**src/rtl/timing_pkg.sv**
```systemverilog
// Shared word widths and saturating arithmetic helpers for the symbol-timing chain
// (TED, loop filter/NCO, interpolator).
package timing_pkg;

  localparam int CTRL_W  = 24;
  localparam int PHASE_W = 24;

  typedef logic signed [CTRL_W-1:0] ctrl_t;
  typedef logic        [PHASE_W-1:0] phase_t;

  // Nominal NCO increment: ceil(2^w / osf), so an open loop never runs slow.
  function automatic longint nom_inc(input int osf, input int w);
    return ((longint'(1) << w) + longint'(osf) - 1) / longint'(osf);
  endfunction

  function automatic logic signed [63:0] sat_lim(input int w);
    return (64'sd1 <<< (w - 1)) - 64'sd1;
  endfunction

  // Symmetric clip to +/-(2^(w-1)-1); the most negative code is never produced.
  function automatic logic signed [63:0] sat_clip(input logic signed [63:0] x, input int w);
    logic signed [63:0] lim;
    lim = sat_lim(w);
    if (x > lim)       return lim;
    else if (x < -lim) return -lim;
    else               return x;
  endfunction

  function automatic logic signed [63:0] sat_shr(input logic signed [63:0] x, input int sh,
                                                 input int w);
    return sat_clip(x >>> sh, w);
  endfunction

  function automatic logic signed [63:0] sat_add(input logic signed [63:0] a,
                                                 input logic signed [63:0] b, input int w);
    return sat_clip(a + b, w);
  endfunction

endpackage

```
**src/rtl/timing_loop_filter.sv**
```systemverilog
// Proportional-integral loop filter: saturating integrator, saturating proportional path,
// and a final clamp that keeps the downstream NCO increment strictly positive.
module timing_loop_filter
  import timing_pkg::*;
#(
  parameter int     ERR_W     = 32,
  parameter int     KP_SHIFT  = 8,
  parameter int     KI_SHIFT  = 16,
  parameter int     INT_W     = 24,
  parameter longint CLAMP_LIM = 419430
) (
  input  logic                    clk,
  input  logic                    reset,
  input  logic signed [ERR_W-1:0] err_in,
  input  logic                    err_valid,
  input  logic                    loop_en,
  output logic signed [INT_W-1:0] ctrl_out
);

  logic signed [INT_W-1:0] integ_p1;
  logic signed [INT_W-1:0] integ_p0;
  logic signed [INT_W-1:0] prop_p0;
  logic signed [INT_W-1:0] ctrl_p0;

  function automatic logic signed [63:0] clamp_ctrl(input logic signed [63:0] x);
    if (x > CLAMP_LIM)       return CLAMP_LIM;
    else if (x < -CLAMP_LIM) return -CLAMP_LIM;
    else                     return x;
  endfunction

  // p0: filter arithmetic on the incoming error
  always_comb begin
    integ_p0 = INT_W'(sat_add(64'(integ_p1), 64'(err_in) >>> KI_SHIFT, INT_W));
    prop_p0  = INT_W'(sat_shr(64'(err_in), KP_SHIFT, INT_W));
    ctrl_p0  = INT_W'(clamp_ctrl(64'(integ_p0) + 64'(prop_p0)));
  end

  // p1: registered integrator and control word
  always_ff @(posedge clk) begin
    if (reset || !loop_en) begin
      integ_p1 <= '0;
      ctrl_out <= '0;
    end else if (err_valid) begin
      integ_p1 <= integ_p0;
      ctrl_out <= ctrl_p0;
    end
  end

endmodule

```
**src/rtl/timing_loop_nco.sv**
```systemverilog
// Symbol-timing loop: PI-filtered TED error steers a phase-accumulator NCO that emits
// a symbol strobe and fractional interval mu on every phase wrap.
module timing_loop_nco
  import timing_pkg::*;
#(
  parameter int OVERSAMPLE_FACTOR = 20,
  parameter int ERR_W             = 32,
  parameter int KP_SHIFT          = 8,
  parameter int KI_SHIFT          = 16,
  parameter int INT_W             = 24,
  parameter int NCO_W             = 24,
  parameter int MU_W              = 16
) (
  input  logic                    clk,
  input  logic                    reset,
  input  logic                    sample_valid,
  input  logic signed [ERR_W-1:0] err_in,
  input  logic                    err_valid,
  input  logic                    loop_en,
  output logic                    sym_strobe,
  output logic [MU_W-1:0]         mu,
  output logic signed [INT_W-1:0] ctrl_out
);

  localparam longint        NOM_INC_L = nom_inc(OVERSAMPLE_FACTOR, NCO_W);
  localparam logic [NCO_W:0] NOM_INC  = (NCO_W + 1)'(NOM_INC_L);
  localparam longint        CLAMP_LIM = NOM_INC_L / 2;

  logic [NCO_W-1:0] phase_p1;
  logic [NCO_W:0]   ctrl_x;
  logic [NCO_W:0]   sum_p0;

  timing_loop_filter #(
    .ERR_W    (ERR_W),
    .KP_SHIFT (KP_SHIFT),
    .KI_SHIFT (KI_SHIFT),
    .INT_W    (INT_W),
    .CLAMP_LIM(CLAMP_LIM)
  ) u_filter (
    .clk      (clk),
    .reset    (reset),
    .err_in   (err_in),
    .err_valid(err_valid),
    .loop_en  (loop_en),
    .ctrl_out (ctrl_out)
  );

  // p0: the clamp keeps the true sum inside [0, 2^(NCO_W+1)), so modulo arithmetic
  // at NCO_W+1 bits is exact and the top bit is the wrap flag.
  assign ctrl_x = (NCO_W + 1)'(ctrl_out);
  assign sum_p0 = {1'b0, phase_p1} + NOM_INC - ctrl_x;

  // p1: phase accumulator, strobe and mu registers
  always_ff @(posedge clk) begin
    if (reset) begin
      phase_p1   <= '0;
      sym_strobe <= 1'b0;
      mu         <= '0;
    end else if (sample_valid) begin
      phase_p1   <= sum_p0[NCO_W-1:0];
      sym_strobe <= sum_p0[NCO_W];
      if (sum_p0[NCO_W]) mu <= sum_p0[NCO_W-1 -: MU_W];
    end else begin
      sym_strobe <= 1'b0;
    end
  end

endmodule

```
**config.mk**
```make
export PLATFORM = sky130hd
export DESIGN_NAME = timing_loop_nco
export DESIGN_NICKNAME = d
export VERILOG_FILES = /design/src/rtl/timing_pkg.sv /design/src/rtl/timing_loop_filter.sv /design/src/rtl/timing_loop_nco.sv
export SDC_FILE = /design/constraint.sdc
export NUM_CORES = 1
export LEC_CHECK = 0
export BUFFER_PORTS_ARGS = -buffer_cell sky130_fd_sc_hd__buf_2
export CAP_MARGIN = 5
export CORE_ASPECT_RATIO = 0.7
export CORE_UTILIZATION = 40
export CTS_BUF_LIST = sky130_fd_sc_hd__clkbuf_4
export DETAILED_ROUTE_END_ITERATION = 7
export GPL_TIMING_DRIVEN = 0
export PLACE_DENSITY = 0.54
export SLEW_MARGIN = 20
export SYNTH_ARGS = -nofsm -noshare
export SYNTH_HDL_FRONTEND = slang
export SYNTH_SLANG_ARGS = --single-unit
```
**constraint.sdc**
```tcl
create_clock -name clk -period 9.9 [get_ports clk]
set_input_delay 0.99 -clock clk [delete_from_list [all_inputs] [get_ports clk]]
set_output_delay 0.99 -clock clk [all_outputs]
set_load 0.02 [all_outputs]
```
==> impl_metrics.tcl, run 1 <==
set metrics [dict create \
    power.total_mw 2.06 \
    first_pass_iters 5 \
    hold_ws_ns 0.495 \
    post-place-ws_ns 0.539 \
    crit_required_ns 10.31 \
    min_period_ns 9.22 \
    clock_skew_ns 0.0279 \
    cts_tree "built" \
    max_slew_margin_pct 26.7 \
    grt_pass1_wl_mm 40.3 \
    ctsHoldBuffers 0 \
    antenna_found_initial 0 \
    worst_slack_ns 0.681 \
    insertion_delay_ns 0.51 \
    drive_gt1_share_pct 9.03 \
    core_sq_mm 0.0200 \
    min_from "phase_p1[2]" \
    hpwlAfterDp_mm 20.6 \
    area_growth_syn_to_layout_pct 9.79 \
    dpl_cell_area_sq_mm 0.00890 \
    worst_slew_pin_slew_ns 1.09 \
    synth.most_common_cell "nor2_1" \
    synth-seq-area-share_pct 21.7 \
    power_per_cell_area_mw_per_mm2 228 \
    ir_worst_vdd_mv 0.135 \
    synth_cells 1068 \
    grtUsageTotal_pct 24.5 \
    status "complete, no violations" \
    async_reset_ff_share_pct 0 \
    h-tree-depth 3 \
    io_buffers 68 \
    avgRoutedWirePerCell_microns 18.0 \
    clockRootBuffer "clkbuf_4" \
    syn_nets 1204 \
    synthMuxAreaShare_pct 5.13 \
    ioPinCount 78 \
    setup_violations 0 \
    synthAdderAreaFrac_pct 15.8 \
    grt-ovfl-total 0 \
    clk_pin_slew_worst_paths_ns 0.15 \
    synth.top_cells.by_area "dfxtp_1 22%, ha_1 15%, a21oi_1 6.2%, nor2_1 5.7%, mux2i_1 5.0%" \
    grt_max_degree 17 \
    post_cts_buffers 0 \
    hold_class "reg2reg" \
    row_count 43 \
    synthXorXnorAreaFrac_pct 5.22 \
    maxSlewViolCount 0 \
    synth.distinct_cells 73 \
    maxCapViolCount 0 \
    routed_wl_mm 25.7 \
    drtAntennaViolNets 0 \
    ys_seq_elements 89 \
    synth_top_cell_by_area "dfxtp_1" \
    fp.dieH_microns 122 \
    synth_top_family_by_area "compound AO/OA/AOI/OAI gates" \
    die_width_microns 173 \
    drc 0 \
    drtIter0Drc 783 \
    worstSetupPathType "in2reg" \
    routed_via_density 5.60 \
    instances_no_fill 1422 \
    rsz0062_at_grt "false" \
    synth_ff_type "dfxtp_1" \
    power.leakage_nw 4.04 \
    setup-tns-final_ns 0 \
    cts_buffers 9 \
    yosysWarnings 0 \
    synth_top_area_share_pct 21.7 \
    start_util_pct 41.2 \
    finish.instance_area_sq_mm 0.00902 \
    period_share_pct 93.1 \
    fin_nets 1283 \
    worstSetupStartpointType "input pin" \
    first_global_vias 7047 \
    cp.arrival_ns 9.63 \
    vias 7964 \
    postSynthAreaPerCell_sq_um 7.69 \
    hold_viol 0 \
    synth-compound-area-share_pct 23.5 \
    synthSimpleGateAreaFrac_pct 23.2 \
    antenna_cells 0 \
    synth_area_sq_mm 0.00822 \
    die_area_sq_mm 0.0211 \
    clockBufferDepth 2 \
    cts.sinks 89 \
    yosys-top-cells-count "125 x nor2_1, 102 x a21oi_1, 96 x ha_1" \
    gp_congestion 0.943 \
    r2r-start "u_filter.integ_p1[0]" \
    synth-edff-count 0 \
    cp-end-kind "flip-flop" \
    placed_cells 1406 \
    post_cts_resized 0 \
    crit_start "err_in[16]" \
    max_freq_mhz 108 \
    critPathMaxFanout 10 \
    final_util_pct 45.2 \
]
-- path summary, 6_finish.rpt --
kind,end,slack [ns],cells after the start
worst max-delay path,u_filter.ctrl_out[5],0.68,27
worst min-delay path,phase_p1[2],0.49,2
worst max register to register,u_filter.ctrl_out[5],0.90,26
worst min register to register,phase_p1[2],0.49,2
-- sequential cells by signal (all words and copies together) (netlist names) --
name and flops:
u_filter.ctrl_out 24, phase_p1 24, sym_strobe 1, u_filter.integ_p1 24, mu 16
-- cells in the final DEF, fill, tap and decap left out, drive strengths merged, types with 31 or more instances in the layout --
cell,n
nor2,125
a21oi,103
ha,96
dfxtp,89
inv,76
buf,74
nand2,57
o21ai,47
clkbuf,44
mux2i,41
nand3,36
nor2b,31
-- cell type report --
| type | count | area, sq um |
|---|---|---|
| Clock inverter | 6 | 50.0 |
| Fill cell | 2079 | 10900 |
| Inverter | 76 | 285 |
| Timing Repair Buffer | 68 | 340 |
| Buffer | 40 | 161 |
| Clock buffer | 10 | 75.1 |
| Tap cell | 270 | 338 |
| Sequential cell | 89 | 1780 |
| Multi-Input combinational cell | 863 | 5990 |
-- kinds of logic after synthesis --
logic type,after synthesis
buf+inv,116
simple gates,378
fa+ha+maj,103
xor+xnor,49
compound gates,291
flops,89
mux,42
-- where the power goes --
part           switching (mW)  total, mW  internal, mW
Sequential             0.0369      0.469         0.432
Clock                   0.151      0.208        0.0571
Combinational           0.833       1.38         0.550
-- worst max-delay path, stage by stage --
cell      delay (ns)
buf_2           0.12
ha_1            0.20
inv_1           0.07
fa_1            0.38
nand2b_1        0.19
a211o_1         0.31
a211o_1         0.34
a31oi_1         0.48
nand2_1         0.12
a311o_1         0.37
nor3_1          0.33
nand4_1         0.13
o21ai_0         0.47
clkbuf_1        0.52
clkbuf_1        0.47
nor2_1          0.14
ha_1            0.42
nand3_1         0.12
and2_1          0.23
a211oi_1        0.76
o21ai_0         0.31
a311oi_1        0.56
a21oi_1         0.13
and4_1          0.29
o31ai_4         0.49
or3b_1          0.42
a221oi_2        0.22
-- per-layer routing --
layer / vias up / part of all wire [%] / GRT usage [%] / wire length, microns
met5: - / 0 / 0 / 0
met4: 0 / 0.76 / 4.31 / 194
li1: 4046 / - / - / -
met1: 3641 / 57 / 40.4 / 14800
met2: 264 / 34 / 30.5 / 8780
met3: 13 / 7.6 / 5.65 / 1940
Note: power is estimated with default switching activity, not from simulation.
==> run 2: changes to the inputs <==
Settings changed: CORE_UTILIZATION 40 to 65, PLACE_DENSITY 0.54 to 0.82.
Clock period 9.9 ns to 11.6 ns, I/O delays scaled along.
==> run 2 against run 1 <==
Worst hold slack worse by 0.0022 ns. Critical path depth unchanged. Via count up 5.3%. Sequential power down 14%. Power down 14%. Die area down 38%. Global-route usage up 14 points. Cell count down 7.9%. Combinational power down 14%. Clock power down 9%. Largest power group unchanged.
==> impl_metrics.tcl, run 2 (synthesis results as in run 1) <==
set metrics [dict create \
    maxCapViolCount 0 \
    hpwlAfterDp_mm 19.5 \
    setup_violations 0 \
    p_sw_share_pct 49.0 \
    power_per_cell_area_mw_per_mm2 200 \
    worstSetupPathType "in2reg" \
    core_sq_mm 0.0120 \
    setup-tns-final_ns 0 \
    critPathMaxStageDelay_ns 0.81 \
    maxSlewViolCount 0 \
    p_int_mw 0.906 \
    power.leakage_nw 4.05 \
    worstSetupStartpointType "input pin" \
    power.share.clock_pct 10.6 \
    io_buffers 68 \
    cts_tree "built" \
    max_freq_mhz 107 \
    crit_top_cell "clkbuf_1" \
    post_cts_resized 0 \
    routed_wl_mm 24.5 \
    min_period_ns 9.34 \
    layout_common_cells "125 x nor2_1, 102 x a21oi_1, 96 x ha_1" \
    placed_cells 1293 \
    drive_gt1_share_pct 8.94 \
    slowest_stage "a211oi_1" \
    clockRootBuffer "clkbuf_4" \
    hold_class "reg2reg" \
    final_common_cell "nor2_1" \
    period_share_pct 80.5 \
    grtUsageTotal_pct 38.4 \
    post_cts_buffers 0 \
    grt_max_degree 17 \
    ctsHoldBuffers 0 \
    ir_worst_vdd_mv 0.179 \
    critPathMaxFanout 10 \
    rsz0062_at_grt "false" \
    crit_required_ns 11.99 \
    hold_viol 0 \
    instances_no_fill 1310 \
    area_growth_syn_to_layout_pct 8.31 \
    fp.dieH_microns 96.1 \
    seqPwrFrac_pct 22.6 \
    worst_slew_pin_slew_ns 1.10 \
    fillers 999 \
    finish.instance_area_sq_mm 0.00890 \
    h-tree-depth 3 \
    cp.arrival_ns 9.73 \
    combPwrFrac_pct 66.8 \
    final-seq-area_sq_mm 0.00178 \
    multi_input_area_sq_mm 0.00599 \
    dpl_cell_area_sq_mm 0.00875 \
    clockBufferDepth 2 \
    cts.sinks 89 \
    start_util_pct 68.4 \
    avgRoutedWirePerCell_microns 18.7 \
    row_count 33 \
    max_slew_margin_pct 24.5 \
    routed_via_density 6.40 \
    die_width_microns 136 \
    vias 8385 \
    grt-ovfl-total 0 \
    clock_skew_ns 0.0163 \
    cts_buffers 9 \
    fin_nets 1283 \
    ioPinCount 78 \
    first_pass_iters 6 \
    power_switching_mw 0.871 \
    drtAntennaViolNets 0 \
    grt_pass1_wl_mm 38.5 \
    status "complete, no violations" \
    top_regs "phase_p1 x24, u_filter.ctrl_out x24, u_filter.integ_p1 x24" \
    insertion_delay_ns 0.47 \
    die_area_sq_mm 0.0131 \
    antenna_found_initial 1 \
    gp_congestion 1.00 \
    cp-end-kind "flip-flop" \
    drtIter0Drc 877 \
    first_global_vias 7439 \
    clk_pin_slew_worst_paths_ns 0.15 \
    drc 0 \
]
[run 2: cell types whose count changed in the layout (fill, tap and decap cells not counted), sizes merged]
cell	change
diode	+1
bufinv	+1
clkinv	+1
clkbuf	-1
clkinvlp	-1
[run 2: per-stage QoR]
stage	utilization [%]	total power, mW	setup WS, ns	hold WS (ns)
5_1_grt	74.1	1.92	1.81	0.508
4_1_cts	74.1	1.75	2.76	0.490
2_1_floorplan	-	1.30	3.99	0.450
6_report	74.1	1.78	2.26	0.492
3_3_place_gp	72.9	1.52	2.32	0.468
3_5_place_dp	72.9	1.55	2.30	0.472
[run 2: cell type report]
class	count	area share, %
clock inverter	7	0.857
clock buffer	9	0.759
tap	157	2.21
sequential	89	20.0
multi-input combinational	863	67.3
antenna	1	0.0281
inverter	76	3.20
timing repair buffer	68	3.82
buffer	40	1.81
[run 2: metal layers]
layer / global-route usage (%) / part of all wire, % / wire length, microns
met1: 57.8 / 49 / 11900
met2: 52.1 / 37 / 9060
met3: 12.1 / 13 / 3120
met4: 7.13 / 1.4 / 347
met5: 3.57 / 0.25 / 61
[run 2: final timing paths]
kind | startpoint | end | slack, ns | cells past startpoint
max | err_in[16] | u_filter.ctrl_out[5] | 2.26 | 27
min | phase_p1[2] | phase_p1[2] | 0.49 | 2
max reg2reg | u_filter.integ_p1[0] | u_filter.ctrl_out[5] | 2.69 | 26
min reg2reg | phase_p1[2] | phase_p1[2] | 0.49 | 2
[run 2: worst max-delay path: cells and delay by family]
family,cells,cell delay (ns)
adders and majority gates,3,0.94
and+or+nand+nor,7,1.52
buffers and inverters,5,1.49
AOI/OAI and AO/OA,12,4.60
[run 2: power groups by stage]
| stage | registers, mW | clock network, mW | logic, mW |
|---|---|---|---|
| after detailed placement | 0.407 | 0 | 1.15 |
| after floorplan | 0.435 | 0 | 0.864 |
| after CTS | 0.401 | 0.190 | 1.16 |
| final | 0.401 | 0.189 | 1.19 |
| after global routing | 0.408 | 0.200 | 1.31 |
| after global placement | 0.406 | 0 | 1.12 |
